--- src/rtl/detector_jogada_if.sv ---
// ----------------------------------------------------------------------------
// detector_jogada_if
// Groups the button-side and control-side signals of detector_jogada.
//
// Signal semantics (there is no valid/ready pair on this block):
//   botoes        raw asynchronous buttons, active high (driven by master)
//   zera          synchronous clear of captured code and FSM (driven by master)
//   jogada        single-cycle strobe, one per accepted press; the consumer
//                 must act on the cycle it is high, there is no back-pressure
//   jogada_codigo one-hot code of the last accepted press, valid from the edge
//                 jogada rises and held until next press, zera or reset
//   db_estado     current FSM state code, for debug
//
// Modports:
//   master : the environment (drives botoes/zera, observes outputs)
//   slave  : the detector itself
// ----------------------------------------------------------------------------
interface detector_jogada_if #(
  parameter int N_BOTOES = 4
);
  logic [N_BOTOES-1:0] botoes;
  logic                zera;
  logic                jogada;
  logic [N_BOTOES-1:0] jogada_codigo;
  logic [2:0]          db_estado;

  modport master (
    output botoes, zera,
    input  jogada, jogada_codigo, db_estado
  );

  modport slave (
    input  botoes, zera,
    output jogada, jogada_codigo, db_estado
  );
endinterface

--- src/rtl/detector_jogada.sv ---
// ----------------------------------------------------------------------------
// detector_jogada
// Input stage of the game control unit: synchronizes and debounces raw player
// buttons, rejects multi-button presses, and emits exactly one single-cycle
// jogada pulse per valid press with a held one-hot code of the button.
//
// Ports:
//   clock  rising-edge clock, single domain
//   reset  asynchronous, active-low; clears all state and outputs
//   bus    detector_jogada_if.slave (botoes, zera in; jogada,
//          jogada_codigo, db_estado out)
//
// Parameters:
//   N_BOTOES        number of buttons (must match the interface width)
//   DEBOUNCE_CICLOS stable-sample count to accept a press (>= 2)
//
// Optional feature macro: DETECTOR_JOGADA_RELEASE_DEBOUNCE_EN
//   defined   : release is debounced in LIBERANDO before returning to OCIOSO
//   undefined : SEGURANDO returns straight to OCIOSO once the buttons read 0
// ----------------------------------------------------------------------------
module detector_jogada #(
  parameter int N_BOTOES        = 4,
  parameter int DEBOUNCE_CICLOS = 1000
) (
  input  logic              clock,
  input  logic              reset,
  detector_jogada_if.slave  bus
);

  localparam int CW = (DEBOUNCE_CICLOS > 1) ? $clog2(DEBOUNCE_CICLOS) : 1;
  localparam logic [CW-1:0] CONT_MAX = CW'(DEBOUNCE_CICLOS - 1);

  typedef enum logic [2:0] {
    OCIOSO    = 3'd0,
    FILTRANDO = 3'd1,
    PULSO     = 3'd2,
    SEGURANDO = 3'd3,
    LIBERANDO = 3'd4
  } estado_t;

  logic [N_BOTOES-1:0] sync1_q;
  logic [N_BOTOES-1:0] s_q;
  logic [N_BOTOES-1:0] cand_q, cand_d;
  logic [N_BOTOES-1:0] codigo_q, codigo_d;
  logic [CW-1:0]       cont_q, cont_d;
  estado_t             estado_q, estado_d;
  logic                jogada_q, jogada_d;

  logic s_zero;
  logic s_onehot;

  assign s_zero   = (s_q == '0);
  // Clearing the lowest set bit leaves zero only for a single set bit.
  assign s_onehot = !s_zero && ((s_q & (s_q - N_BOTOES'(1))) == '0);

  always_comb begin
    estado_d = estado_q;
    cand_d   = cand_q;
    cont_d   = cont_q;
    codigo_d = codigo_q;

    if (bus.zera) begin
      codigo_d = '0;
      cont_d   = '0;
      estado_d = s_zero ? OCIOSO : SEGURANDO;
    end else begin
      unique case (estado_q)
        OCIOSO: begin
          if (s_onehot) begin
            cand_d   = s_q;
            cont_d   = '0;
            estado_d = FILTRANDO;
          end else if (!s_zero) begin
            cont_d   = '0;
            estado_d = SEGURANDO;
          end
        end
        FILTRANDO: begin
          if (s_q == cand_q) begin
            if (cont_q == CONT_MAX) begin
              // The code is loaded on the same edge the pulse starts.
              codigo_d = cand_q;
              cont_d   = '0;
              estado_d = PULSO;
            end else begin
              cont_d = cont_q + CW'(1);
            end
          end else if (s_onehot) begin
            cand_d = s_q;
            cont_d = '0;
          end else if (s_zero) begin
            cont_d   = '0;
            estado_d = OCIOSO;
          end else begin
            cont_d   = '0;
            estado_d = SEGURANDO;
          end
        end
        PULSO: begin
          cont_d   = '0;
          estado_d = SEGURANDO;
        end
        SEGURANDO: begin
          if (s_zero) begin
            cont_d = '0;
`ifdef DETECTOR_JOGADA_RELEASE_DEBOUNCE_EN
            estado_d = LIBERANDO;
`else
            estado_d = OCIOSO;
`endif
          end
        end
`ifdef DETECTOR_JOGADA_RELEASE_DEBOUNCE_EN
        LIBERANDO: begin
          if (!s_zero) begin
            cont_d   = '0;
            estado_d = SEGURANDO;
          end else if (cont_q == CONT_MAX) begin
            cont_d   = '0;
            estado_d = OCIOSO;
          end else begin
            cont_d = cont_q + CW'(1);
          end
        end
`endif
        default: begin
          cont_d   = '0;
          estado_d = OCIOSO;
        end
      endcase
    end

    // Registered strobe: high exactly while the state register holds PULSO,
    // so a zera on the would-be PULSO edge suppresses it.
    jogada_d = (estado_d == PULSO);
  end

  always_ff @(posedge clock or negedge reset) begin
    if (!reset) begin
      sync1_q  <= '0;
      s_q      <= '0;
      cand_q   <= '0;
      codigo_q <= '0;
      cont_q   <= '0;
      estado_q <= OCIOSO;
      jogada_q <= 1'b0;
    end else begin
      sync1_q  <= bus.botoes;
      s_q      <= sync1_q;
      cand_q   <= cand_d;
      codigo_q <= codigo_d;
      cont_q   <= cont_d;
      estado_q <= estado_d;
      jogada_q <= jogada_d;
    end
  end

  assign bus.jogada        = jogada_q;
  assign bus.jogada_codigo = codigo_q;
  assign bus.db_estado     = estado_q;

endmodule

--- src/flat_wrapper.sv ---
// flat-port wrapper written by rule: the top's interface ports become plain ports
module detector_jogada_flat 
#(
  parameter int N_BOTOES        = 4,
  parameter int DEBOUNCE_CICLOS = 1000
)
  (clock, reset, bus_botoes, bus_zera, bus_jogada, bus_jogada_codigo, bus_db_estado);
  detector_jogada_if #(.N_BOTOES(N_BOTOES)) bus_i ();
  input  logic clock;
  input  logic reset;
  input wire logic [$bits(bus_i.botoes)-1:0] bus_botoes;
  input wire logic [$bits(bus_i.zera)-1:0] bus_zera;
  output wire logic [$bits(bus_i.jogada)-1:0] bus_jogada;
  output wire logic [$bits(bus_i.jogada_codigo)-1:0] bus_jogada_codigo;
  output wire logic [$bits(bus_i.db_estado)-1:0] bus_db_estado;
  assign bus_i.botoes = bus_botoes;
  assign bus_i.zera = bus_zera;
  assign bus_jogada = bus_i.jogada;
  assign bus_jogada_codigo = bus_i.jogada_codigo;
  assign bus_db_estado = bus_i.db_estado;
  detector_jogada #(.N_BOTOES(N_BOTOES), .DEBOUNCE_CICLOS(DEBOUNCE_CICLOS)) u_core (.clock(clock), .reset(reset), .bus(bus_i));
endmodule
--- config.mk ---
export PLATFORM = sky130hd
export DESIGN_NAME = detector_jogada_flat
export DESIGN_NICKNAME = d
export VERILOG_FILES = /design/src/rtl/detector_jogada_if.sv /design/src/rtl/detector_jogada.sv /design/src/flat_wrapper.sv
export SDC_FILE = /design/constraint.sdc
export NUM_CORES = 1
export LEC_CHECK = 0
export ABC_AREA = 1
export BUFFER_PORTS_ARGS = -buffer_cell sky130_fd_sc_hd__buf_2
export CAP_MARGIN = 20
export CORE_MARGIN = 3
export CORE_UTILIZATION = 45
export CTS_BUF_LIST = sky130_fd_sc_hd__clkbuf_4 sky130_fd_sc_hd__clkbuf_8
export CTS_CLUSTER_DIAMETER = 80
export DETAILED_ROUTE_END_ITERATION = 8
export HOLD_SLACK_MARGIN = 0.05
export PLACE_DENSITY_LB_ADDON = 0.12
export RECOVER_POWER = 50
export SLEW_MARGIN = 5
export SYNTH_ARGS = -nofsm -noshare
export SYNTH_HDL_FRONTEND = slang
export SYNTH_SLANG_ARGS = --single-unit
export TNS_END_PERCENT = 1
--- constraint.sdc ---
create_clock -name clock -period 4.2 [get_ports clock]
set_input_delay 0.42 -clock clock [delete_from_list [all_inputs] [get_ports clock]]
set_output_delay 0.42 -clock clock [all_outputs]
set_load 0.02 [all_outputs]
; ---- Word level (Yosys, flattened, before mapping)
; Index checks and enable logic that the tools add are counted.
[totals]
register_bits = 30
input_bits = 7
out_inout_bits = 8
[op_classes]
n_addsub = 2
n_eq_ne = 9
muxes = 23
bitwise_logic = 2
reduce_logical = 12
[op_table]
columns = cell, count
row1 = 2-to-1 mux 10 bit, 6
row2 = case mux 10 bit (3 select lines), 1
row3 = 2-to-1 mux 4 bit, 6
row4 = 2-to-1 mux 3 bit, 7
row5 = case mux 3 bit (4 select lines), 1
row6 = "adder 10 x 1 -> 10 bit, second input constant", 1
row7 = "== test 10 bit, second input constant", 1
row8 = "== test 3 x 2 -> 1 bit, second input constant", 3
row9 = zero test 4 bit, 2
row10 = case mux 4 bit (2 select lines), 1
row11 = nonzero test 2 bit, 4
row12 = AND reduction 3 bit, 2
row13 = AND 4 bit, 1
row14 = == test 4 bit, 1
row15 = "inequality test 4 bit, second input constant", 1
row16 = "subtractor 4 x 1 -> 4 bit, second input constant", 1
row17 = "== test 3 x 1 -> 1 bit, second input constant", 1
row18 = zero test 3 bit, 1
row19 = "inequality test 3 x 2 -> 1 bit, second input constant", 1
row20 = 2-to-1 mux 2 bit, 1
row21 = "inequality test 2 bit, second input constant", 1
row22 = AND reduction 2 bit, 1
row23 = logical AND 1 bit, 1
row24 = zero test 1 bit, 1
row25 = inverter 1 bit, 1

; ---- Longest topological paths before layout
[depth]
word_depth = 9
ltp_mapped = 10
ltp_nobuf = 10

; ---- Worst setup path after synthesis
; Ideal clock, no wire load.
[synth_timing]
path_kind = register -> register
from = reg u_core.estado_q[1], in the netlist u_core.bus.db_estado[1]
to = reg u_core.cont_q[5]
setup_ps = 71
arrival_time_ps = 1330
setup_slack_ps = 2799
path_stages_with_launch = 6
synth_period_minus_slack_ps = 1401
path_cell_list = dfrtp_1 > nor3_4 > nand4_2 > nor2_4 > nor2_1 > nor2_1
[synth_via]
elab_chain_len = 3
[synth_lines]
columns = element, line
row1 = from (decl), detector_jogada.sv:46  ; estado_t estado_q, estado_d;
row2 = from (signal assigned), detector_jogada.sv:153  ; estado_q <= estado_d;
row3 = "== test 3 x 2 -> 1 bit, or another cell as far along", detector_jogada.sv:67  ; unique case (estado_q)
row4 = "case mux 10 bit (3 select lines), or another cell as far along", detector_jogada.sv:67
row5 = 2-to-1 mux 10 bit / AND reduction 2 bit (equally long branches), -
row6 = to (signal assigned), detector_jogada.sv:152  ; cont_q <= cont_d;
row7 = to (decl), detector_jogada.sv:45  ; logic [CW-1:0] cont_q, cont_d;
; Several ways; a longest one is shown, not always the timed one.
; A chain may end at the register's enable or synchronous reset.

; ---- Worst setup path in the final report
[layout_timing]
from = reg u_core.cont_q[0]
to = reg u_core.codigo_q[2], in the netlist u_core.bus.jogada_codigo[2]
[layout_via]
elab_chain_len = 3
[layout_lines]
columns = element, line
row1 = == test 10 bit, detector_jogada.sv:80  ; if (cont_q == CONT_MAX) begin
row2 = nonzero test 2 bit (no source line), -
row3 = AND reduction 3 bit (no source line), -
row4 = to (signal assigned), detector_jogada.sv:151  ; codigo_q <= codigo_d;
row5 = to (decl), detector_jogada.sv:44  ; logic [N_BOTOES-1:0] codigo_q, codigo_d;
; No other way between the ends.

==> out/summary.json <==
{
  "critical_path": {
    "worstPathMaxFanout": 6,
    "critPathLaunchType": "register",
    "worst_path_largest_cell_delay_ps": 390,
    "setup.worst_path.class": "reg -> reg",
    "critical_path.slowest_cell": "sky130_fd_sc_hd__dfrtp_1",
    "timing.critical_path.to_type": "register",
    "critPathArrivalTime_ps": 1810,
    "path_common_cell": "sky130_fd_sc_hd__nand2_1",
    "crit_required_ps": 4470,
    "worstPathCellList": "ha_1 -> nand2_1 -> inv_2 -> nand2_1 -> nor2_1 -> nand4_4 -> nor2_4 -> nand2_1 -> nand2_1",
    "count_of_cells_along_the_worst_register_to_register_path": 9
  },
  "clock_network": {
    "cts_tree": "yes",
    "clock_insertion_delay_worst_skew_ps": 340,
    "clk_root_buffer_cell": "sky130_fd_sc_hd__clkbuf_4",
    "cts_buffer_depth": 2,
    "cts.reportedPaths.clkPinSlew_ps": 90,
    "cts_num_sinks": 30,
    "cts.hold.buffers_added": 0,
    "htree_num_levels": 2,
    "inserted_clock_buffers": 5,
    "cts.repair.resized": 0,
    "post_cts.repair.setup_buffers": 0
  },
  "timing": {
    "final_cycle_utilization_of_the_critical_path_pct": 36.8,
    "rsz0062_at_grt": "no",
    "tightest_slew_ps": 1510,
    "final_period_minus_worst_setup_slack_ps": 1540,
    "setup_viol": 0,
    "slew_viol_final": 31,
    "fin_setup_tns_ps": 0,
    "report.final.hold_viol_count": 0,
    "remaining_max_slew_budget_at_the_tightest_pin_pct": -0.971,
    "fin_worst_skew_ps": 10.9,
    "timing.fmax_mhz": 648
  },
  "synthesis": {
    "yosys_register_bits": 30,
    "post_synth.cell_area_avg_um2": 7.99,
    "synthTopCellsByArea": "sky130_fd_sc_hd__dfrtp_1 (48%), sky130_fd_sc_hd__nand2_1 (16%), sky130_fd_sc_hd__nor2_1 (5.6%)",
    "synth_largest_area_cell": "sky130_fd_sc_hd__dfrtp_1",
    "post_synth_instance_area_mm2": 0.00155,
    "seq_area_frac_synth_pct": 48.4,
    "synth_cell_types": 27,
    "yosysTopAreaCellShare_pct": 48.4,
    "yosysWarnings": 0,
    "post_synthesis_instance_total": 194,
    "postSynthNetCount": 202
  },
  "power": {
    "power_mw": 0.643,
    "pwr_cell_area_mw_per_mm2": 369,
    "peakVddDrop_mv": 0.202,
    "static-leakage-power_nw": 0.894
  },
  "finish": {
    "mostFrequentLayoutCells": "sky130_fd_sc_hd__nand2_1 (66), sky130_fd_sc_hd__dfrtp_1 (30), sky130_fd_sc_hd__nor2_1 (23), sky130_fd_sc_hd__nand3_1 (17), sky130_fd_sc_hd__inv_1 (14)",
    "layout_commonest_cell": "sky130_fd_sc_hd__nand2_1",
    "flow.area_growth_from_synthesis_pct": 12.3,
    "final_design_area_no_fill_mm2": 0.00174,
    "fin_cells": 259,
    "post_route_cells_drive_above_1_share_pct": 19.1,
    "insertedDiodeCount": 0,
    "fillerInstances": 315,
    "layout.nets": 222,
    "final_core_util_pct": 54.8
  },
  "floorplan": {
    "die_w_um": 64.7,
    "dieArea_mm2": 0.00419,
    "design.core.area_mm2": 0.00318,
    "io_pins": 15,
    "start_util_pct": 48.8,
    "die_height_um": 64.7,
    "floorplan.rows": 20
  },
  "status": {
    "failed_checks": "max-capacitance violations, max-slew violations",
    "status": "finished with violations"
  },
  "global_route": {
    "groute.usage.overall_pct": 16.6,
    "global_route.overflow_total": 0,
    "grt_pass1_wl_mm": 5.25,
    "grt_max_degree": 31,
    "antenna_found_initial": 0,
    "vias_in_the_first_global_route": 1181
  },
  "detailed_routing": {
    "via_count": 1272,
    "detail-route-antenna-nets": 0,
    "drt_pre_antenna_iters": 4,
    "finalWirelength_mm": 2.91,
    "post-route-drc-count": 0,
    "drt-initial-drc-count": 106,
    "wl_per_cell_um": 11.2,
    "drt-vias-per-instance": 4.91
  },
  "worst_hold_path": {
    "hold_path_depth": 1,
    "hold_class": "in -> reg"
  },
  "place": {
    "io_buffer_count": 14,
    "hpwl_mm": 2.22,
    "globalplace.congestion": 0.842,
    "dpl.cell_count": 251,
    "post_dp_area_mm2": 0.00166
  },
  "job": {
    "drv.max_cap_violation_count": 1
  }
}
[cell usage after synthesis (all sizes together)]
| master | instances |
|---|---|
| a21o | 1 |
| nor2 | 27 |
| xor2 | 3 |
| o21ai | 7 |
| a21oi | 3 |
| nor3 | 5 |
| o21a | 1 |
| inv | 21 |
| nand2 | 69 |
| dfrtp | 30 |
| nand4 | 3 |
| nand3 | 19 |
| xnor2 | 1 |
| buf | 1 |
| conb | 1 |
| clkinv | 1 |
| ha | 1 |
[state kept, by name (all words and copies together), names as in the netlist]
| register | cells |
|---|---|
| u_core.cont_q | 10 |
| u_core.bus.db_estado | 3 |
| u_core.bus.jogada | 1 |
| u_core.bus.jogada_codigo | 4 |
| u_core.cand_q | 4 |
| u_core.sync1_q | 4 |
| u_core.s_q | 4 |
[metal layers]
metal  share of wire (%)  routed length [µm]  track usage (%)
met5                   0                   0                0
met4                 1.9                  55             7.12
met3                 5.7                 165             5.72
met2                  42                1230             24.7
met1                  50                1450             21.8
[per-stage QoR]
step	worst slack, ps	hold slack [ps]
finish	2660	189
global route	2490	162
CTS	2640	107
detailed placement	2620	335
global placement	2630	332
floorplan	2800	124
[power by group]
| part | internal [mW] | leakage [nW] | switching (mW) |
|---|---|---|---|
| registers | 0.310 | 0.387 | 0.0225 |
| logic | 0.0328 | 0.462 | 0.0654 |
| clock network | 0.114 | 0.0446 | 0.0973 |
| total | 0.457 | 0.894 | 0.185 |
[cell type report]
class | instances | area [µm²] | area share (%)
Sequential cell | 30 | 751 | 43.1
Multi-Input combinational cell | 141 | 706 | 40.5
Inverter | 22 | 82.6 | 4.74
Clock buffer | 8 | 78.8 | 4.53
Timing Repair Buffer | 14 | 68.8 | 3.95
Tap cell | 44 | 55.1 | 3.16
[final timing paths]
kind | startpoint | endpoint | slack, ps
hold reg to reg | u_core.sync1_q[3] | u_core.s_q[3] | 350
setup / recovery | u_core.cont_q[0] | u_core.bus.jogada_codigo[2] | 2660
min in group asynchronous | reset | u_core.cand_q[3] | 430
max in group asynchronous | reset | u_core.cont_q[0] | 2880
setup reg to reg | u_core.cont_q[0] | u_core.bus.jogada_codigo[2] | 2660
hold / removal | bus_botoes[0] | u_core.sync1_q[0] | 190
[logic make-up (layout without fill, tap and decap cells)]
| group | Yosys count | after routing | synth area share, % |
|---|---|---|---|
| flops | 30 | 30 | 48.4 |
| xor+xnor | 4 | 4 | 2.26 |
| buf+inv | 23 | 44 | 6.05 |
| other cells | 1 | 1 | 0.242 |
| simple gates | 123 | 123 | 38.0 |
| fa+ha+maj | 1 | 1 | 0.807 |
| compound gates | 12 | 12 | 4.20 |
[worst max-delay path: cells and delay by family, from the launching register on]
kind	cells	cell delay (ps)
and+or+nand+nor	7	810
buffers and inverters	1	90
adders and majority gates	1	180
DFF	1	390
Note: power is estimated with default switching activity, not from simulation.
